**src/rtl/lock_chamber_controller.sv**
```systemverilog
// Canal lock chamber sequencer: equalises the chamber level toward the side being
// served, opens that gate for a fixed number of ticks, then carries the boat across.
module lock_chamber_controller #(
    parameter logic [13:0] OUTSIDE_LEVEL = 14'd100,
    parameter logic [13:0] INNER_LEVEL   = 14'd1100,
    parameter logic [13:0] STEP          = 14'd10,
    parameter int          DWELL         = 5
) (
    input  logic        clk,
    input  logic        reset,
    input  logic        tick,
    input  logic        req_out,
    input  logic        req_in,
    output logic [13:0] lock_level,
    output logic        outer_open,
    output logic        inner_open,
    output logic        busy,
    output logic        done
);

    typedef enum logic [2:0] {
        IDLE,
        EQ_OUT,
        OPEN_OUT,
        EQ_IN,
        OPEN_IN
    } state_t;

    localparam logic [15:0]        DWELL_LAST = 16'(DWELL - 1);
    localparam logic signed [14:0] STEP_S     = {1'b0, STEP};

    state_t              state;
    state_t              state_next;
    logic                dir;
    logic                dir_next;
    logic                pend_out;
    logic                pend_in;
    logic                clr_out;
    logic                clr_in;
    logic                serve_in;
    logic                entry_side;
    logic                done_next;
    logic [13:0]         level_next;
    logic [13:0]         target;
    logic signed [14:0]  diff;
    logic [15:0]         dwell_cnt;
    logic [15:0]         dwell_next;

    // With both sides waiting, the inner boat only goes first when the chamber already sits at its level.
    assign serve_in = pend_in &&
                      (!pend_out || (lock_level == INNER_LEVEL && lock_level != OUTSIDE_LEVEL));

    assign target     = (state == EQ_IN) ? INNER_LEVEL : OUTSIDE_LEVEL;
    assign diff       = $signed({1'b0, target}) - $signed({1'b0, lock_level});
    assign entry_side = (state == OPEN_OUT && !dir) || (state == OPEN_IN && dir);

    always_comb begin
        state_next = state;
        dir_next   = dir;
        level_next = lock_level;
        dwell_next = dwell_cnt;
        done_next  = 1'b0;
        clr_out    = 1'b0;
        clr_in     = 1'b0;

        case (state)
            IDLE: begin
                if (pend_out || pend_in) begin
                    if (serve_in) begin
                        dir_next   = 1'b1;
                        state_next = EQ_IN;
                        clr_in     = 1'b1;
                    end else begin
                        dir_next   = 1'b0;
                        state_next = EQ_OUT;
                        clr_out    = 1'b1;
                    end
                end
            end

            EQ_OUT, EQ_IN: begin
                if (lock_level == target) begin
                    state_next = (state == EQ_OUT) ? OPEN_OUT : OPEN_IN;
                    dwell_next = 16'd0;
                end else if (tick) begin
                    // Stepping only happens while more than STEP away, so the level can never overshoot or wrap.
                    if (diff > STEP_S) begin
                        level_next = lock_level + STEP;
                    end else if (diff < -STEP_S) begin
                        level_next = lock_level - STEP;
                    end else begin
                        level_next = target;
                    end
                end
            end

            OPEN_OUT, OPEN_IN: begin
                if (tick) begin
                    if (dwell_cnt == DWELL_LAST) begin
                        dwell_next = 16'd0;
                        if (entry_side) begin
                            state_next = (state == OPEN_OUT) ? EQ_IN : EQ_OUT;
                        end else begin
                            state_next = IDLE;
                            done_next  = 1'b1;
                        end
                    end else begin
                        dwell_next = dwell_cnt + 16'd1;
                    end
                end
            end

            default: begin
                state_next = IDLE;
            end
        endcase
    end

    // Outputs are registered from the next-state decode so they line up with the state register.
    always_ff @(posedge clk) begin
        if (reset) begin
            state      <= IDLE;
            dir        <= 1'b0;
            lock_level <= OUTSIDE_LEVEL;
            dwell_cnt  <= 16'd0;
            pend_out   <= 1'b0;
            pend_in    <= 1'b0;
            outer_open <= 1'b0;
            inner_open <= 1'b0;
            busy       <= 1'b0;
            done       <= 1'b0;
        end else begin
            state      <= state_next;
            dir        <= dir_next;
            lock_level <= level_next;
            dwell_cnt  <= dwell_next;
            pend_out   <= (pend_out & ~clr_out) | req_out;
            pend_in    <= (pend_in & ~clr_in) | req_in;
            outer_open <= (state_next == OPEN_OUT);
            inner_open <= (state_next == OPEN_IN);
            busy       <= (state_next != IDLE);
            done       <= done_next;
        end
    end

endmodule

```
**config.mk**
```make
export PLATFORM = sky130hd
export DESIGN_NAME = lock_chamber_controller
export DESIGN_NICKNAME = d
export VERILOG_FILES = /design/src/rtl/lock_chamber_controller.sv
export SDC_FILE = /design/constraint.sdc
export NUM_CORES = 1
export LEC_CHECK = 0
export BUFFER_PORTS_ARGS = -buffer_cell sky130_fd_sc_hd__buf_2
export CAP_MARGIN = 20
export CORE_ASPECT_RATIO = 0.8
export CORE_MARGIN = 2
export CORE_UTILIZATION = 25
export DETAILED_ROUTE_END_ITERATION = 16
export PLACE_DENSITY = 0.37
export SLEW_MARGIN = 20
export SYNTH_ARGS = -nofsm -noshare
export SYNTH_HDL_FRONTEND = slang
export SYNTH_SLANG_ARGS = --single-unit
```
**constraint.sdc**
```tcl
create_clock -name clk -period 6.15 [get_ports clk]
set_input_delay 0.3075 -clock clk [delete_from_list [all_inputs] [get_ports clk]]
set_output_delay 0.3075 -clock clk [all_outputs]
set_load 0.005 [all_outputs]
```
* Word-level counts from Yosys, hierarchy flattened *
Index checks and enable logic that the tools add are counted.

storage, ports and cells
  bits in registers = 40
  latch bits = 0
  bits in writable memories = 0
  ROM bits = 0
  input port bits = 5
  output and inout port bits = 18
  word-level logic and storage cells = 79
  memories = 0

operators by class
  add/subtract/negate cells = 4
  $mul = 0
  divide/modulo/power cells = 0
  $lt $le $gt $ge = 2
  equality and inequality tests = 12
  shift operators = 0
  muxes and demuxes = 23
  bitwise operators = 10
  reduce and logical (&&, ||, !) cells = 18

operator list
  kind                                                             count
  two-way mux 16 bit                                               3
  one-hot mux 16 bit (2 select lines)                              1
  two-way mux 14 bit                                               2
  adder 16 x 1 -> 16 bit (second input constant)                   1
  equality test 16 x 3 -> 1 bit (second input constant)            1
  greater-than comparator 15 x 5 -> 1 bit (second input constant)  1
  less-than comparator 15 x 5 -> 1 bit (second input constant)     1
  two-way mux 3 bit                                                5
  subtractor 11 x 14 -> 15 bit                                     1
  adder 14 x 4 -> 14 bit (second input constant)                   1
  equality test 14 x 11 -> 1 bit                                   1
  equality test 14 x 11 -> 1 bit (second input constant)           1
  inequality test 14 x 7 -> 1 bit (second input constant)          1
  subtractor 14 x 4 -> 14 bit (second input constant)              1
  two-way mux 11 bit                                               1
  equality test 3 x 2 -> 1 bit (second input constant)             3
  one-hot mux 3 bit (3 select lines)                               1
  two-way mux 1 bit                                                7
  equality test 3 bit (second input constant)                      2
  two-way mux 2 bit                                                3
  NOT 1 bit                                                        6
  AND reduction 3 bit                                              2
  logical AND 1 bit                                                4
  inequality test 2 bit (second input constant)                    2
  11 further kinds                                                 17

* Depth between registers and ports, before layout *
Gate-level depths: netlist (run 1).

  depth in word-level cells = 10
  depth in mapped cells = 15
  mapped depth without buffers = 12

* Worst setup path before layout (run 1) *
Ideal clock, no wire load.

  path type = reg-to-reg
  start = register state[1]
  end = register lock_level[5]
  library setup time = 0.136 ns
  arrival = 3.162 ns
  required time = 6.014 ns
  setup slack = 2.852 ns
  cell stages (with the launch flop) = 15
  path buffers = 3
  period minus slack after synthesis = 3.298 ns
  cell sequence = dfxtp_1 > clkbuf_1 > nor2b_1 > nand2_1 > ha_1 > nor2b_1 > buf_2 > o21ai_1 > or4_1 > o211a_1 > nor4_2 > buf_4 > nor3_1 > a2111oi_0 > a211oi_1

between the ends
  cells in the longest elaborated chain, start to end = 6
  elaborated cells between the ends (all ways) = 12
  classes of those cells = add/sub (1); order compare (2); eq/ne (3); mux (3); bitwise (1); reduce/logical (2)

RTL lines
  item                                  line    text
  start: declaration                    32      state_t state;
  start signal: assignment              133     state <= state_next;
  equality test 3 x 2 -> 1 bit          53, 66
  two-way mux 11 bit                    53      assign target = (state == EQ_IN) ? INNER_LEVEL : OUTSIDE_LEVEL;
  subtractor 11 x 14 -> 15 bit          54      assign diff = $signed({1'b0, target}) - $signed({1'b0, lock_level});
  less-than comparator 15 x 5 -> 1 bit  89      end else if (diff < -STEP_S) begin
  two-way mux 14 bit                    89
  two-way mux 14 bit                    87      if (diff > STEP_S) begin
  end signal: assignment                135     lock_level <= level_next;
  end: declaration                      14      output logic [13:0] lock_level,

Parallel ways exist; a longest one is shown, timed or not.
A chain may end at the register's enable or synchronous reset.

* Final worst setup path (run 1) *
  start = register state[1]
  end = register lock_level[10]

The elaborated chain is that of the path after synthesis.

==> impl_metrics.toml, run 1 <==
[run_status]
status = "completed"

[critical_path]
worstSetupPathType = "register to register"
path_max_fanout = 11
critPathCaptureType = "register"
start_kind = "register"
arrival_ns = 4.52
cp.required_ns = 6.31

[finish]
register_area_sq_um = 780.7
syn_to_final_growth_pct = 11.52
reg.largest.list = "dwell_cnt: 16 flops, lock_level: 13 flops, state: 3 flops"
drive_gt1_frac = 0.1070
multi_input_area_sq_um = 1912
largest_register = "dwell_cnt"
diodes = 0
final.fill_count = 1210
largest_reg_flops = 16
layout.nets = 388
final_util = 0.2880

[clock_network]
clkSlewWorstSetupHoldPaths_ns = 0.06
hold_buffers = 0
clk_path_buf_depth = 2
cts_num_sinks = 39
ctsRootBufferMaster = "clkbuf_16"
cts_setup_buffers = 0
cts_buffers = 5
h-tree-depth = 2
cts.repair.resized = 0
cts_tree = "done"
clock_latency_ns = 0.27

[die]
dieArea_sq_um = 12210
io_pins = 23
rows = 34
die_w_microns = 123.0
start_util = 0.2582
die_h_microns = 99.23
core-area_sq_um = 10980

[pwr]
p_per_area_nw_per_um2 = 346.7
leakagePower_nw = 1.140
irDropWorstVdd_uv = 114.4

[detailed_routing]
dr.pass1.iters = 4
wl_mm = 8.177
wl_per_cell_microns = 15.79
drtIter0Drc = 165
num_vias = 2746
viasPerCell = 5.301
drcViolationCount = 0
ant_nets = 0

[logic_synthesis]
synth_flop_cell = "dfxtp_1"
synthAdderAreaFrac = 0.04415
synth_compound_area_frac = 0.2124
synth_seq_cells = 39
synth.mux.area_fraction = 0.01545
synth_edf_count = 0
synth_async_sr_flop_share = 0
netlist.top_cell.by_area = "dfxtp_1"
synth_cell_types = 67
postSynthCellCount = 366
avgSynthCellArea_sq_um = 7.743
synth_area_sq_um = 2834
synth_most_common_cell = "nor2_1"
synth.net_count = 381
synth_xor_xnor_area_share = 0.06181
synthTopCellsByArea = "dfxtp_1 (28%), nor2_1 (6.4%), ha_1 (4.4%)"
synthSimpleGateAreaFrac = 0.3395
synth_top_area_frac = 0.2755
synth_top_family_by_area = "simple AND/OR/NAND/NOR gates"
yosysSeqAreaShare = 0.2755
yosysWarnings = 0
synth_commonest_cells = "nor2_1 (48), dfxtp_1 (39), nand2_1 (23), nor3_1 (21), a21oi_1 (18)"

[min_path]
hold_path_class = "input pin to register"

[global_routing]
grt_max_degree = 25
grt_pass1_vias = 2587
grt_pass1_wl_mm = 13.88
antenna_found_initial = 0
track_usage = 0.1420
grt_overflow_total = 0

[timing]
slew-limit-headroom = 0.3672
setup_ws_ns = 1.794
worst_pin_slew_ns = 0.9413
fmax_mhz = 229.6
final_max_slew_viol_count = 0
post-route-min-period_ns = 4.356
rsz0062_at_grt = "no"
fin_setup_tns_ns = 0
finClkSkew_ns = 0.002621
post-route-period-util = 0.7083
finalSetupViolCount = 0
hold_viol = 0
hold-worst-slack_ns = 0.2429

[placed_design]
dp_slack_ns = 1.880
port_buffers = 21
hpwl_mm = 5.905
finalWeightedCongestion = 0.7964

[flow_run]
timing.max_cap.violations = 0
==> worst max-delay path, stage by stage, from the launching register on <==
cell	delay, ns
dfxtp_1	0.48
nor2b_1	0.26
nand2_1	0.20
ha_1	0.39
nor2b_1	0.41
o21ai_1	0.22
or4_1	0.54
o211a_1	0.14
nor4_2	0.81
a21o_1	0.37
a211oi_1	0.11
a221o_1	0.32
==> placed cells by master (no fill, tap or decap), types with 5 or more instances in the layout <==
cell type  instances
a31oi_1            5
inv_1             10
nand3b_1           5
o21ai_0           17
clkbuf_16          5
nor4_1             8
nand3_1           10
nor2_1            48
or3_1              6
nor2b_1            7
xor2_1             8
xnor2_1           12
nand2_1           23
ha_1              10
buf_2             21
nor3_1            21
and3_1             6
a21oi_1           18
dfxtp_1           39
nand2b_1           8
a211oi_1           6
==> worst paths after layout <==
path,cells past startpoint,startpoint,to,slack (ns)
max reg2reg,11,state[1],lock_level[10],1.79
min,3,req_out,pend_out,0.24
max,11,state[1],lock_level[10],1.79
min reg2reg,2,dwell_cnt[14],dwell_cnt[14],0.50
==> power by group <==
part / internal, mW / total, mW / switching, mW
clock network: 0.150 / 0.245 / 0.0951
logic: 0.196 / 0.551 / 0.355
registers: 0.273 / 0.300 / 0.0267
==> final cells by class <==
class,instances,share of cell area
clock inverter,1,0.001584
inverter,10,0.01188
multi-input combinational,295,0.6049
timing repair buffer,22,0.03563
clock buffer,7,0.04196
tap,144,0.05701
sequential,39,0.2470
==> through the flow <==
step	instances	cell area (sq um)	total power, mW
after floorplan	366	2834	0.7230
after global placement	510	3023	0.8632
after detailed placement	510	3023	0.8445
after CTS	518	3161	1.100
after global routing	518	3161	1.190
final	518	3161	1.096
==> cells by family after synthesis <==
family / after synthesis
simple gates: 173
xor+xnor: 20
flops: 39
other cells: 1
mux: 4
buf+inv: 32
fa+ha+maj: 10
compound gates: 87
==> per-layer routing <==
metal	track usage	part of all wire
met5	0	0
met4	0.02273	0.0044
met3	0.02580	0.051
met2	0.1989	0.40
met1	0.2257	0.54
Power figures use the tool's default switching activity.
==> run 2, diff against run 1 <==
- clock period: 6.15 -> 4.6 ns (I/O delays scaled with it)
==> run 2 against run 1 <==
  * Fmax rose by 6.5%
  * Critical path type unchanged
  * Core utilization rose by 0.47 points
  * Critical path depth rose by 1
==> impl_metrics.toml, run 2 (synthesized netlist as in run 1, its figures left out) <==
[run_status]
status = "completed"

[critical_path]
cp_slowest_cell = "a2111oi_0"
reg2reg_slack_ns = 0.51
path_common_cell = "nor2b_1"
critPathBufInv = 1
startpoint = "state[1]"
cpPeakStageDelay_ns = 0.60
critPathCaptureType = "register"
rr_endpoint = "lock_level[10]"
cp.required_ns = 4.77
path_cells = "nor2b_1, nand2_1, inv_1, ha_1, nor2b_1, o21a_1, or3_1, a2111oi_0, and4_1, a21o_1, a211oi_1, a221o_1"
path_max_fanout = 11
start_kind = "register"
endpoint = "lock_level[10]"
worstSetupPathType = "register to register"
cpLargestDelayFamily = "simple AND/OR/NAND/NOR gates"
cp.depth = 12
arrival_ns = 4.26
r2r_cells = 12
r2r-start = "state[1]"

[die]
die_h_microns = 99.23
io_pins = 23
start_util = 0.2582
core-area_sq_um = 10980
dieArea_sq_um = 12210
rows = 34
die_w_microns = 123.0

[timing]
rsz0062_at_grt = "no"
hold_viol = 0
finalSetupViolCount = 0
fmax_mhz = 244.5
fin_setup_tns_ns = 0
slew-limit-headroom = 0.5436
worst_pin_slew_ns = 0.6793
post-route-min-period_ns = 4.090
hold-worst-slack_ns = 0.1503
final_max_slew_viol_count = 0
finClkSkew_ns = 0.006639
post-route-period-util = 0.8892

[finish]
largest_register = "dwell_cnt"
final_cell_mix = "nor2_1 (48), dfxtp_1 (39), nand2_1 (23), nor3_1 (21), buf_2 (21)"
reg.largest.list = "dwell_cnt: 16 flops, lock_level: 13 flops, state: 3 flops"
layout.nets = 390
drive_gt1_frac = 0.1170
final_common_cell = "nor2_1"
largest_reg_flops = 16
instances_no_fill = 520
diodes = 0
syn_to_final_growth_pct = 13.33

[clock_network]
hold_buffers = 0
clkSlewWorstSetupHoldPaths_ns = 0.06
cts.repair.resized = 0
clk_path_buf_depth = 2
h-tree-depth = 2
cts_tree = "done"
cts_buffers = 5
cts_setup_buffers = 0
clock_latency_ns = 0.28
cts_num_sinks = 39
ctsRootBufferMaster = "clkbuf_16"

[detailed_routing]
drcViolationCount = 0
wl_mm = 8.125
dr.pass1.iters = 4
wl_per_cell_microns = 15.63
num_vias = 2683
drtIter0Drc = 203
ant_nets = 0
viasPerCell = 5.160

[global_routing]
track_usage = 0.1422
grt_pass1_vias = 2512
grt_overflow_total = 0
antenna_found_initial = 0
grt_pass1_wl_mm = 13.72
grt_max_degree = 25

[pwr]
leakagePower_nw = 1.168
irDropWorstVdd_uv = 155.4
p_per_area_nw_per_um2 = 490.9

[placed_design]
port_buffers = 21
finalWeightedCongestion = 0.8376
hpwl_mm = 6.003
numPlacedInstances = 512

[min_path]
hold_path_class = "input pin to register"

[flow_run]
timing.max_cap.violations = 0
-- run 2: cell types whose count changed in the layout (fill, tap and decap cells not counted), sizes merged --
| cell | change |
|---|---|
| bufinv | +1 |
| buf | +2 |
| clkbuf | -1 |
-- run 2: worst min-delay path: stages --
cell     delay [ns]
buf_2          0.07
a21oi_1        0.03
nor2_1         0.07
-- run 2: final cells by class --
cell class                      count  area, sq um
Inverter                           10        37.54
Timing Repair Buffer               24        127.6
Clock inverter                      2        35.03
Fill cell                        1202         7764
Clock buffer                        6        138.9
Multi-Input combinational cell    295         1912
Tap cell                          144        180.2
Sequential cell                    39        780.7
-- run 2: per-stage QoR --
stage / util / worst slack, ns / instance area, sq um / total power [mW]
after floorplan: - / 1.302 / 2834 / 0.9667
after global placement: 0.2768 / 0.5511 / 3038 / 1.177
after detailed placement: 0.2768 / 0.5616 / 3038 / 1.157
after CTS: 0.2926 / 0.5249 / 3212 / 1.581
after global routing: 0.2926 / 0.2440 / 3212 / 1.698
final: 0.2926 / 0.5098 / 3212 / 1.577
-- run 2: how the worst min path moves through the flow --
stage	start	end	slack (ns)	depth (start not counted)
2_1_floorplan	reset	state[0]	0.31	1
3_3_place_gp	req_in	pend_in	0.44	3
3_5_place_dp	req_out	pend_out	0.45	3
4_1_cts	req_out	pend_out	0.15	3
5_1_grt	req_out	pend_out	0.15	3
6_report	req_out	pend_out	0.15	3
-- run 2: per-layer routing --
| metal | global-route usage | wire [microns] |
|---|---|---|
| met2 | 0.1827 | 3109 |
| met3 | 0.02810 | 446 |
| met5 | 0 | 0 |
| met4 | 0.02622 | 44 |
| met1 | 0.2366 | 4524 |
-- run 2: power breakdown --
| group | internal, mW | switching [mW] |
|---|---|---|
| combinational | 0.283 | 0.483 |
| sequential | 0.365 | 0.0357 |
| clock | 0.270 | 0.141 |
==> run 3, diff against run 2 <==
- BUFFER_PORTS_ARGS: -buffer_cell sky130_fd_sc_hd__buf_2 -> -buffer_cell sky130_fd_sc_hd__buf_4
- GPL_ROUTABILITY_DRIVEN: default -> 0
==> run 3 against run 2 <==
  * Routed wire length up 0.92%
  * Fmax about the same
  * Critical path depth unchanged
  * Sequential cell count unchanged
  * Die area unchanged
  * Register-to-register slack about the same
  * Final cell count unchanged
  * First-iteration DRC count up 32%
  * Via count up 1.4%
  * Critical path type unchanged
  * Highest routed layer unchanged
==> impl_metrics.toml, run 3 (synthesized netlist as in run 1, its figures left out) <==
[run_status]
status = "completed"

[global_routing]
antenna_found_initial = 0
grt_max_degree = 25
grt_overflow_total = 0
grt_pass1_vias = 2454
track_usage = 0.1405
grt_pass1_wl_mm = 13.57

[timing]
finalSetupViolCount = 0
hold-worst-slack_ns = 0.1543
finClkSkew_ns = 0.007211
post-route-min-period_ns = 4.091
fin_setup_tns_ns = 0
fmax_mhz = 244.5
hold_viol = 0
final_max_slew_viol_count = 0
rsz0062_at_grt = "no"
post-route-period-util = 0.8893
worst_pin_slew_ns = 0.6486
slew-limit-headroom = 0.5670

[finish]
layout.nets = 390
final_common_cell = "nor2_1"
reg.largest.list = "dwell_cnt: 16 flops, lock_level: 13 flops, state: 3 flops"
diodes = 0
final_util = 0.2988
drive_gt1_frac = 0.1144
largest_reg_flops = 16
final_cell_mix = "nor2_1 (48), dfxtp_1 (39), buf_4 (24), nand2_1 (23), nor3_1 (21)"
syn_to_final_growth_pct = 15.72
largest_register = "dwell_cnt"

[pwr]
p_total_mw = 1.625
irDropWorstVdd_uv = 129.6
p_per_area_nw_per_um2 = 495.6
leakagePower_nw = 1.180

[detailed_routing]
wl_per_cell_microns = 15.77
wl_mm = 8.200
drtIter0Drc = 267
ant_nets = 0
viasPerCell = 5.233
drcViolationCount = 0
num_vias = 2721
dr.pass1.iters = 4

[die]
start_util = 0.2582
die_h_microns = 99.23
core-area_sq_um = 10980
rows = 34
io_pins = 23
die_w_microns = 123.0
dieArea_sq_um = 12210

[critical_path]
r2r_cells = 12
worstSetupPathType = "register to register"
rr_endpoint = "lock_level[10]"
path_max_fanout = 11
cp.required_ns = 4.77
startpoint = "state[1]"
critPathCaptureType = "register"
start_kind = "register"
endpoint = "lock_level[10]"
arrival_ns = 4.26
r2r-start = "state[1]"
reg2reg_slack_ns = 0.51

[placed_design]
port_buffers = 21
hpwl_mm = 5.979

[clock_network]
cts_num_sinks = 39
cts_tree = "done"
hold_buffers = 0
clkSlewWorstSetupHoldPaths_ns = 0.06
ctsRootBufferMaster = "clkbuf_16"
cts_buffers = 5
clock_latency_ns = 0.28
h-tree-depth = 2
cts.repair.resized = 0
cts_setup_buffers = 0
clk_path_buf_depth = 2

[flow_run]
timing.max_cap.violations = 0

[min_path]
hold_path_class = "input pin to register"
-- run 3: changes by cell type in the layout (fill, tap and decap cells not counted), sizes merged --
| cell | previous run | this run |
|---|---|---|
| bufinv | 1 | 2 |
| clkinv | 1 | 0 |
-- run 3: through the flow --
step	instances	setup slack [ns]	instance area (sq um)
2_1_floorplan	366	1.302	2834
3_3_place_gp	512	0.6711	3090
3_5_place_dp	512	0.5768	3090
4_1_cts	520	0.5594	3279
5_1_grt	520	0.2657	3279
6_report	520	0.5094	3279
-- run 3: layout make-up --
type / count / area (sq um)
repair buffers: 24 / 180.2
inverters: 10 / 37.54
multi-input cells: 295 / 1912
clock inverters: 2 / 60.06
clock buffers: 6 / 128.9
well taps: 144 / 180.2
fillers: 1185 / 7696
flip-flops and latches: 39 / 780.7
-- run 3: worst max-delay path, stage by stage (launching register included) --
cell	delay, ns
dfxtp_1	0.48
nor2b_1	0.25
nand2_1	0.20
inv_1	0.16
ha_1	0.30
nor2b_1	0.17
o21a_1	0.20
or3_1	0.31
a2111oi_0	0.60
and4_1	0.55
a21o_1	0.30
a211oi_1	0.13
a221o_1	0.32
-- run 3: worst min path at each step --
| stage | startpoint | to | depth (start not counted) |
|---|---|---|---|
| 2_1_floorplan | reset | state[0] | 1 |
| 3_3_place_gp | req_out | pend_out | 3 |
| 3_5_place_dp | req_out | pend_out | 3 |
| 4_1_cts | req_out | pend_out | 3 |
| 5_1_grt | req_out | pend_out | 3 |
| 6_report | req_out | pend_out | 3 |
-- run 3: power by group --
group	total [mW]	internal (mW)	switching (mW)
Sequential	0.402	0.365	0.0368
Combinational	0.772	0.289	0.483
Clock	0.451	0.311	0.140
Total	1.63	0.965	0.660
-- run 3: routing by layer --
layer / global-route usage / vias up / wire length, microns
li1: - / 1378 / -
met1: 0.2271 / 1249 / 4496
met2: 0.1819 / 83 / 3117
met3: 0.03154 / 11 / 488
met4: 0.03409 / 0 / 97
met5: 0 / - / 0
